<file path="src/rtl/heat_wash_sequencer.sv">
// rtl/heat_wash_sequencer.sv - heater start/temp_ready initiator with timed wash phase
//
// Purpose: requests heating, waits for temp_ready with a timeout, runs a timed wash
// with heat held, then reports phase_done (one clock) or heat_fault (held until cleared).
//
// Optional feature macro: HEAT_RETRY_EN (one retry of the heat phase before faulting).
//
// Ports:
//   clk_i          system clock, rising edge
//   reset_i        asynchronous active-high reset
//   cycle_go_i     start request, sampled in IDLE only
//   cycle_abort_i  return to IDLE from any state except FAULT
//   fault_clear_i  leave FAULT to IDLE
//   temp_ready_i   heater at target temperature
//   heat_start_o   heater enable
//   motor_on_o     wash motor enable
//   phase_done_o   one-clock pulse on wash completion
//   heat_fault_o   high while in FAULT
//   phase_state_o  state encoding: IDLE=0 HEAT=1 WASH=2 DONE=3 FAULT=4 RETRY=5

module heat_wash_sequencer #(
    parameter int HEAT_TIMEOUT = 32,
    parameter int WASH_CYCLES  = 20
) (
    input  logic       clk_i,
    input  logic       reset_i,
    input  logic       cycle_go_i,
    input  logic       cycle_abort_i,
    input  logic       fault_clear_i,
    input  logic       temp_ready_i,
    output logic       heat_start_o,
    output logic       motor_on_o,
    output logic       phase_done_o,
    output logic       heat_fault_o,
    output logic [2:0] phase_state_o
);

    localparam int CMAX = (HEAT_TIMEOUT > WASH_CYCLES) ? HEAT_TIMEOUT : WASH_CYCLES;
    localparam int CW   = (CMAX > 2) ? $clog2(CMAX) : 1;

    localparam logic [CW-1:0] HEAT_LAST = CW'(HEAT_TIMEOUT - 1);
    localparam logic [CW-1:0] WASH_LAST = CW'(WASH_CYCLES - 1);

`ifdef HEAT_RETRY_EN
    typedef enum logic [2:0] {
        S_IDLE  = 3'd0,
        S_HEAT  = 3'd1,
        S_WASH  = 3'd2,
        S_DONE  = 3'd3,
        S_FAULT = 3'd4,
        S_RETRY = 3'd5
    } state_t;
`else
    typedef enum logic [2:0] {
        S_IDLE  = 3'd0,
        S_HEAT  = 3'd1,
        S_WASH  = 3'd2,
        S_DONE  = 3'd3,
        S_FAULT = 3'd4
    } state_t;
`endif

    state_t          state_q, state_d;
    logic [CW-1:0]   cnt_q, cnt_d;
    logic            heat_start_q, heat_start_d;
    logic            motor_on_q, motor_on_d;
    logic            phase_done_q, phase_done_d;
    logic            heat_fault_q, heat_fault_d;
`ifdef HEAT_RETRY_EN
    logic            retry_used_q, retry_used_d;
`endif

    always_ff @(posedge clk_i or posedge reset_i) begin
        if (reset_i) begin
            state_q      <= S_IDLE;
            cnt_q        <= '0;
            heat_start_q <= 1'b0;
            motor_on_q   <= 1'b0;
            phase_done_q <= 1'b0;
            heat_fault_q <= 1'b0;
`ifdef HEAT_RETRY_EN
            retry_used_q <= 1'b0;
`endif
        end else begin
            state_q      <= state_d;
            cnt_q        <= cnt_d;
            heat_start_q <= heat_start_d;
            motor_on_q   <= motor_on_d;
            phase_done_q <= phase_done_d;
            heat_fault_q <= heat_fault_d;
`ifdef HEAT_RETRY_EN
            retry_used_q <= retry_used_d;
`endif
        end
    end

    // The shared counter only advances while staying in HEAT or WASH; every state
    // change clears it, so each phase starts counting from zero on entry.
    always_comb begin
        state_d = state_q;
        cnt_d   = '0;
`ifdef HEAT_RETRY_EN
        retry_used_d = retry_used_q;
`endif
        case (state_q)
            S_IDLE: begin
                if (cycle_go_i && !cycle_abort_i) begin
                    state_d = S_HEAT;
                end
            end
            S_HEAT: begin
                if (cycle_abort_i) begin
                    state_d = S_IDLE;
                end else if (temp_ready_i) begin
                    state_d = S_WASH;
                end else if (cnt_q == HEAT_LAST) begin
`ifdef HEAT_RETRY_EN
                    if (!retry_used_q) begin
                        state_d      = S_RETRY;
                        retry_used_d = 1'b1;
                    end else begin
                        state_d = S_FAULT;
                    end
`else
                    state_d = S_FAULT;
`endif
                end else begin
                    cnt_d = cnt_q + CW'(1);
                end
            end
            S_WASH: begin
                // Heat loss outranks completion on the final wash clock.
                if (cycle_abort_i) begin
                    state_d = S_IDLE;
                end else if (!temp_ready_i) begin
                    state_d = S_FAULT;
                end else if (cnt_q == WASH_LAST) begin
                    state_d = S_DONE;
                end else begin
                    cnt_d = cnt_q + CW'(1);
                end
            end
            S_DONE: begin
                state_d = S_IDLE;
            end
            S_FAULT: begin
                if (fault_clear_i) begin
                    state_d = S_IDLE;
                end
            end
`ifdef HEAT_RETRY_EN
            S_RETRY: begin
                // One clock with heat_start low lets the heater drop temp_ready.
                if (cycle_abort_i) begin
                    state_d = S_IDLE;
                end else begin
                    state_d = S_HEAT;
                end
            end
`endif
            default: begin
                state_d = S_IDLE;
            end
        endcase
`ifdef HEAT_RETRY_EN
        if (state_d == S_IDLE) begin
            retry_used_d = 1'b0;
        end
`endif
    end

    // Outputs are decoded from the next state so they register alongside it.
    always_comb begin
        heat_start_d = (state_d == S_HEAT) || (state_d == S_WASH);
        motor_on_d   = (state_d == S_WASH);
        phase_done_d = (state_d == S_DONE);
        heat_fault_d = (state_d == S_FAULT);
    end

    assign heat_start_o  = heat_start_q;
    assign motor_on_o    = motor_on_q;
    assign phase_done_o  = phase_done_q;
    assign heat_fault_o  = heat_fault_q;
    assign phase_state_o = state_q;

endmodule
</file>
<file path="config.mk">
export PLATFORM = sky130hd
export DESIGN_NAME = heat_wash_sequencer
export DESIGN_NICKNAME = d
export VERILOG_FILES = /design/src/rtl/heat_wash_sequencer.sv
export SDC_FILE = /design/constraint.sdc
export NUM_CORES = 1
export LEC_CHECK = 0
export ABC_AREA = 0
export CELL_PAD_IN_SITES_DETAIL_PLACEMENT = 2
export CELL_PAD_IN_SITES_GLOBAL_PLACEMENT = 2
export CORE_MARGIN = 1.5
export CORE_UTILIZATION = 27
export CTS_CLUSTER_SIZE = 20
export DETAILED_ROUTE_END_ITERATION = 8
export PLACE_DENSITY = 0.69
export SLEW_MARGIN = 20
export SYNTH_ARGS = -nofsm -noshare
export SYNTH_HDL_FRONTEND = slang
export SYNTH_SLANG_ARGS = --single-unit
</file>
<file path="constraint.sdc">
create_clock -name clk_i -period 1.4 [get_ports clk_i]
set_input_delay 0.21 -clock clk_i [delete_from_list [all_inputs] [get_ports clk_i]]
set_output_delay 0.21 -clock clk_i [all_outputs]
set_load 0.02 [all_outputs]
</file>
==> results of run 1 <==
## how the worst min path moves through the flow
stage,to
detailed placement,cnt_q[0]
finish,cnt_q[4]
floorplan,cnt_q[0]
CTS,cnt_q[4]
global route,cnt_q[0]
global placement,cnt_q[0]
## cells by family (layout without fill, tap and decap cells)
family                   count (synthesis)  in the layout  synth area share
AND/OR/NAND/NOR                         23             23             0.259
adder cells (fa/ha/maj)                  3              3            0.0576
AO/OA/AOI/OAI                            6              6            0.0782
buffers and inverters                    5             31            0.0350
multiplexers                             2              2            0.0329
flip-flops                              12             12             0.494
XOR/XNOR                                 3              3            0.0432
## cell usage after synthesis (all sizes together)
cell    instances  area (um^2)
ha              2         25.0
o21ai           3         18.8
nor3            2         10.0
a31oi           1         6.26
nand3           2         10.0
nor2b           1         6.26
dfrtp          12          300
buf             2         10.0
and4bb          1         16.3
nand4b          1         15.0
nand2           1         3.75
o22ai           1         12.5
nor3b           2         15.0
maj3            1         10.0
and3            1         6.26
mux2i           2         20.0
o211a           1         10.0
and2            1         6.26
xor2            2         17.5
inv             3         11.3
nor2            8         30.0
xnor2           1         8.76
nand3b          1         7.51
nor4bb          1         25.0
or2             1         6.26
## through the flow
step	std cells	worst slack, ps
floorplan	54	-121
global placement	103	-150
detailed placement	103	-208
CTS	107	-200
global route	107	-254
finish	107	-183
## registers in the layout, summed over array words and instances, names as in the netlist
register and flops:
cnt_q 5, phase_done_o 1, heat_start_o 1, heat_fault_o 1
phase_state_o 3, motor_on_o 1
## where the power goes
group,leakage [nW],switching (mW),internal (mW)
sequential,0.165,0.00755,0.357
combinational,0.291,0.0638,0.0617
clock,0.0210,0.124,0.158
total,0.477,0.196,0.576
## layout make-up
type | count | area, um^2
Fill cell | 225 | 1130
Multi-Input combinational cell | 37 | 324
Sequential cell | 12 | 300
Timing Repair Buffer | 24 | 201
Clock buffer | 4 | 36.3
Tap cell | 27 | 33.8
Inverter | 3 | 11.3
## critical path, delay by kind of cell, from the launching register on
kind | cells | cell delay [ps]
mux | 2 | 300
compound gates | 1 | 230
simple gates | 2 | 250
flops | 1 | 390
fa+ha+maj | 2 | 350
## placed cells by master, fill, tap and decap left out, types with 2 or more instances in the layout
cell type                         netlist  routed
sky130_fd_sc_hd__mux2i_1                2       2
sky130_fd_sc_hd__nor3_1                 2       2
sky130_fd_sc_hd__buf_4                  0      12
sky130_fd_sc_hd__nand3_1                2       2
sky130_fd_sc_hd__nor3b_1                2       2
sky130_fd_sc_hd__xor2_1                 2       2
sky130_fd_sc_hd__nor2_1                 8       7
sky130_fd_sc_hd__clkdlybuf4s50_1        0       5
sky130_fd_sc_hd__inv_1                  3       3
sky130_fd_sc_hd__dlygate4sd2_1          0       7
sky130_fd_sc_hd__clkbuf_4               0       3
sky130_fd_sc_hd__dfrtp_1               12      12
sky130_fd_sc_hd__o21ai_1                0       2
## layer usage
layer | vias up | share of wire | GRT usage
li1 | 237 | - | -
met1 | 248 | 0.45 | 0.163
met2 | 5 | 0.51 | 0.248
met3 | 2 | 0.024 | 0.0387
met4 | 0 | 0.0074 | 0.0541
met5 | - | 0 | 0
## what timing repair did
item,in CTS,in global routing
gates resized for setup,10,2
pin swaps,8,5
endpoints found under the setup margin,17,10
==> impl_summary.md, run 1 <==
Global route
The number of global-route vias before repair is roughly 570. The wire length of the first global-routing pass is about 2700 um. The number of antenna violations at the first check in global routing was 0. The global-route usage over all layers is 0.142. The maximum number of pins on one net before global-route repair is 13. The leftover overflow at the end of global routing is 0.

Final layout
The core utilization of the finished layout is 0.444. After the last flow step, the layout net total stands at 89. The area growth from synthesis to layout is 49.2%. The number of antenna diodes in the final layout is 0. The fraction of layout cells with a size suffix above 1 is 0.325. After routing the design area is slightly above 900 um^2.

Critical path
The worst setup path is of the flop to flop kind. Counting cells, the worst reg-to-reg path comes to 7. Data arrives at the worst endpoint at 1770 ps. Walking the worst path, the cells encountered are ha_2 > and3_4 > ha_4 > nor2_2 > mux2i_1 > o22ai_2 > mux2i_1. The largest fanout on the critical path is 3. The most frequent cell on the critical path is sky130_fd_sc_hd__mux2i_1. In this run the critical register-to-register path is captured at heat_start_o. The cell at the slowest stage of the critical path is sky130_fd_sc_hd__dfrtp_1.

The timing startpoint of the critical path is cnt_q[1]. The minimum setup slack among reg-to-reg paths is -180 ps. On the worst path, the slowest cell contributes a delay of around 390 ps.

In this run the critical register-to-register path is launched from cnt_q[1]. For the worst setup path, the data required time is around 1600 ps. STA classifies the critical path endpoint as a flop. The capturing instance or port of the critical path is heat_start_o. The worst setup path is launched from a flop.

Synth
The total nets after synthesis is 62. For this run, the register share of the synthesized area comes to 0.494. The count of distinct cell types in the synthesized netlist is 26.

In the synthesized netlist, the number of instances is 54. The register bit total from synthesis is 12. For this run, the number of Yosys warnings is 0. The mean post-synth cell area is about 11 um^2. The mapped netlist covers a little over 600 um^2.

Flow run
The total of max-cap violations is 0.

Timing
The actual transition at the worst max-transition pin is 464 ps. The maximum frequency from static timing analysis is between 600 and 700 MHz. The worst hold-check slack is 240 ps.

The number of max-slew violations in the final report came to 0. The worst max-slew margin expressed relative to the limit is 0.690. The final period demand of the worst path is 1580 ps. The setup TNS after final layout is -931 ps. Of the available clock period, the critical path in the final layout requires 1.13. The clock arrives with 4.75 ps of skew.

Setup repair after global routing could not meet its margin everywhere. Setup violations remaining at the end of the flow were counted as 8. The number of hold violations in the final report is 0. The minimum setup slack in the final design is -183 ps.

Route
The final layout contains routed wiring with a total length of 1480 um. For this run, the detailed router's first-pass iteration total came to 1. In the final routed layout, each cell accounts on average for 13.8 um. The routed via count divided by cell count is approximately 4.6. The DRC violation total after the first TritonRoute iteration is 0. The detail route stage leaves a number of antenna-violating nets equal to 0. The count of unresolved DRC violations after routing is 0. The vias after detailed routing is about 490.

Power and ir drop
The areal power density over the cells is ~850 nW/um^2. The power consumption is around 0.77 mW. The largest vdd supply drop is about 0.48 mV. In this run the static leakage power is between 0.4 and 0.5 nW.

Place
The total half-perimeter wirelength after legalization and detailed placement is ~1200 um. The routability congestion estimate is 0.700. Buffers placed on the I/O ports in this run total 12.

Once placement finished, the instance area stood at around 860 um^2.

Floorplanning
The floorplan step defined a core boundary enclosing slightly above 2000 um^2. The die is approximately 50 um wide. From bottom edge to top edge, the die measures around 50 um. In this run the core area contains 16 standard-cell rows. The area of the die is ~2500 um^2. For this design the top-level I/O count stands at 13.

The initial core utilization is 0.298.

Clock tree
The number of buffers on the longest clock path is 2. The quantity of hold-fixing buffers added after cts is 0. The clock network latency to the later pin of the worst-skew pair is between 200 and 300 ps. The number of buffers created by CTS is 3.

The clock transition at the registers of the reported paths is roughly 90 ps. TritonCTS built the clock tree. In this run the number of H-tree levels came out at 1. The post-CTS setup repair buffer count is 0. The tree built by TritonCTS fans out to 12 sinks. Clock tree synthesis selected as its root buffer the cell sky130_fd_sc_hd__clkbuf_4.

Run status
The checks that failed: negative setup slack. The flow ran to the end, but the final reports show violations.

Hold path
The min-delay analysis places its worst path in the category input port to async pin.
Power figures use the tool's default switching activity.
==> run 2, diff against run 1 <==
--- a/config.mk
+++ b/config.mk
@@ -10,7 +10,7 @@
 export CELL_PAD_IN_SITES_GLOBAL_PLACEMENT = 2
 export CORE_MARGIN = 1.5
 export CORE_UTILIZATION = 27
-export CTS_CLUSTER_SIZE = 20
+export CTS_CLUSTER_SIZE = 25
 export DETAILED_ROUTE_END_ITERATION = 8
 export PLACE_DENSITY = 0.69
 export SLEW_MARGIN = 20
==> results of run 2 <==
Same layout as run 1: the final DEF is identical, and so are final timing and power.
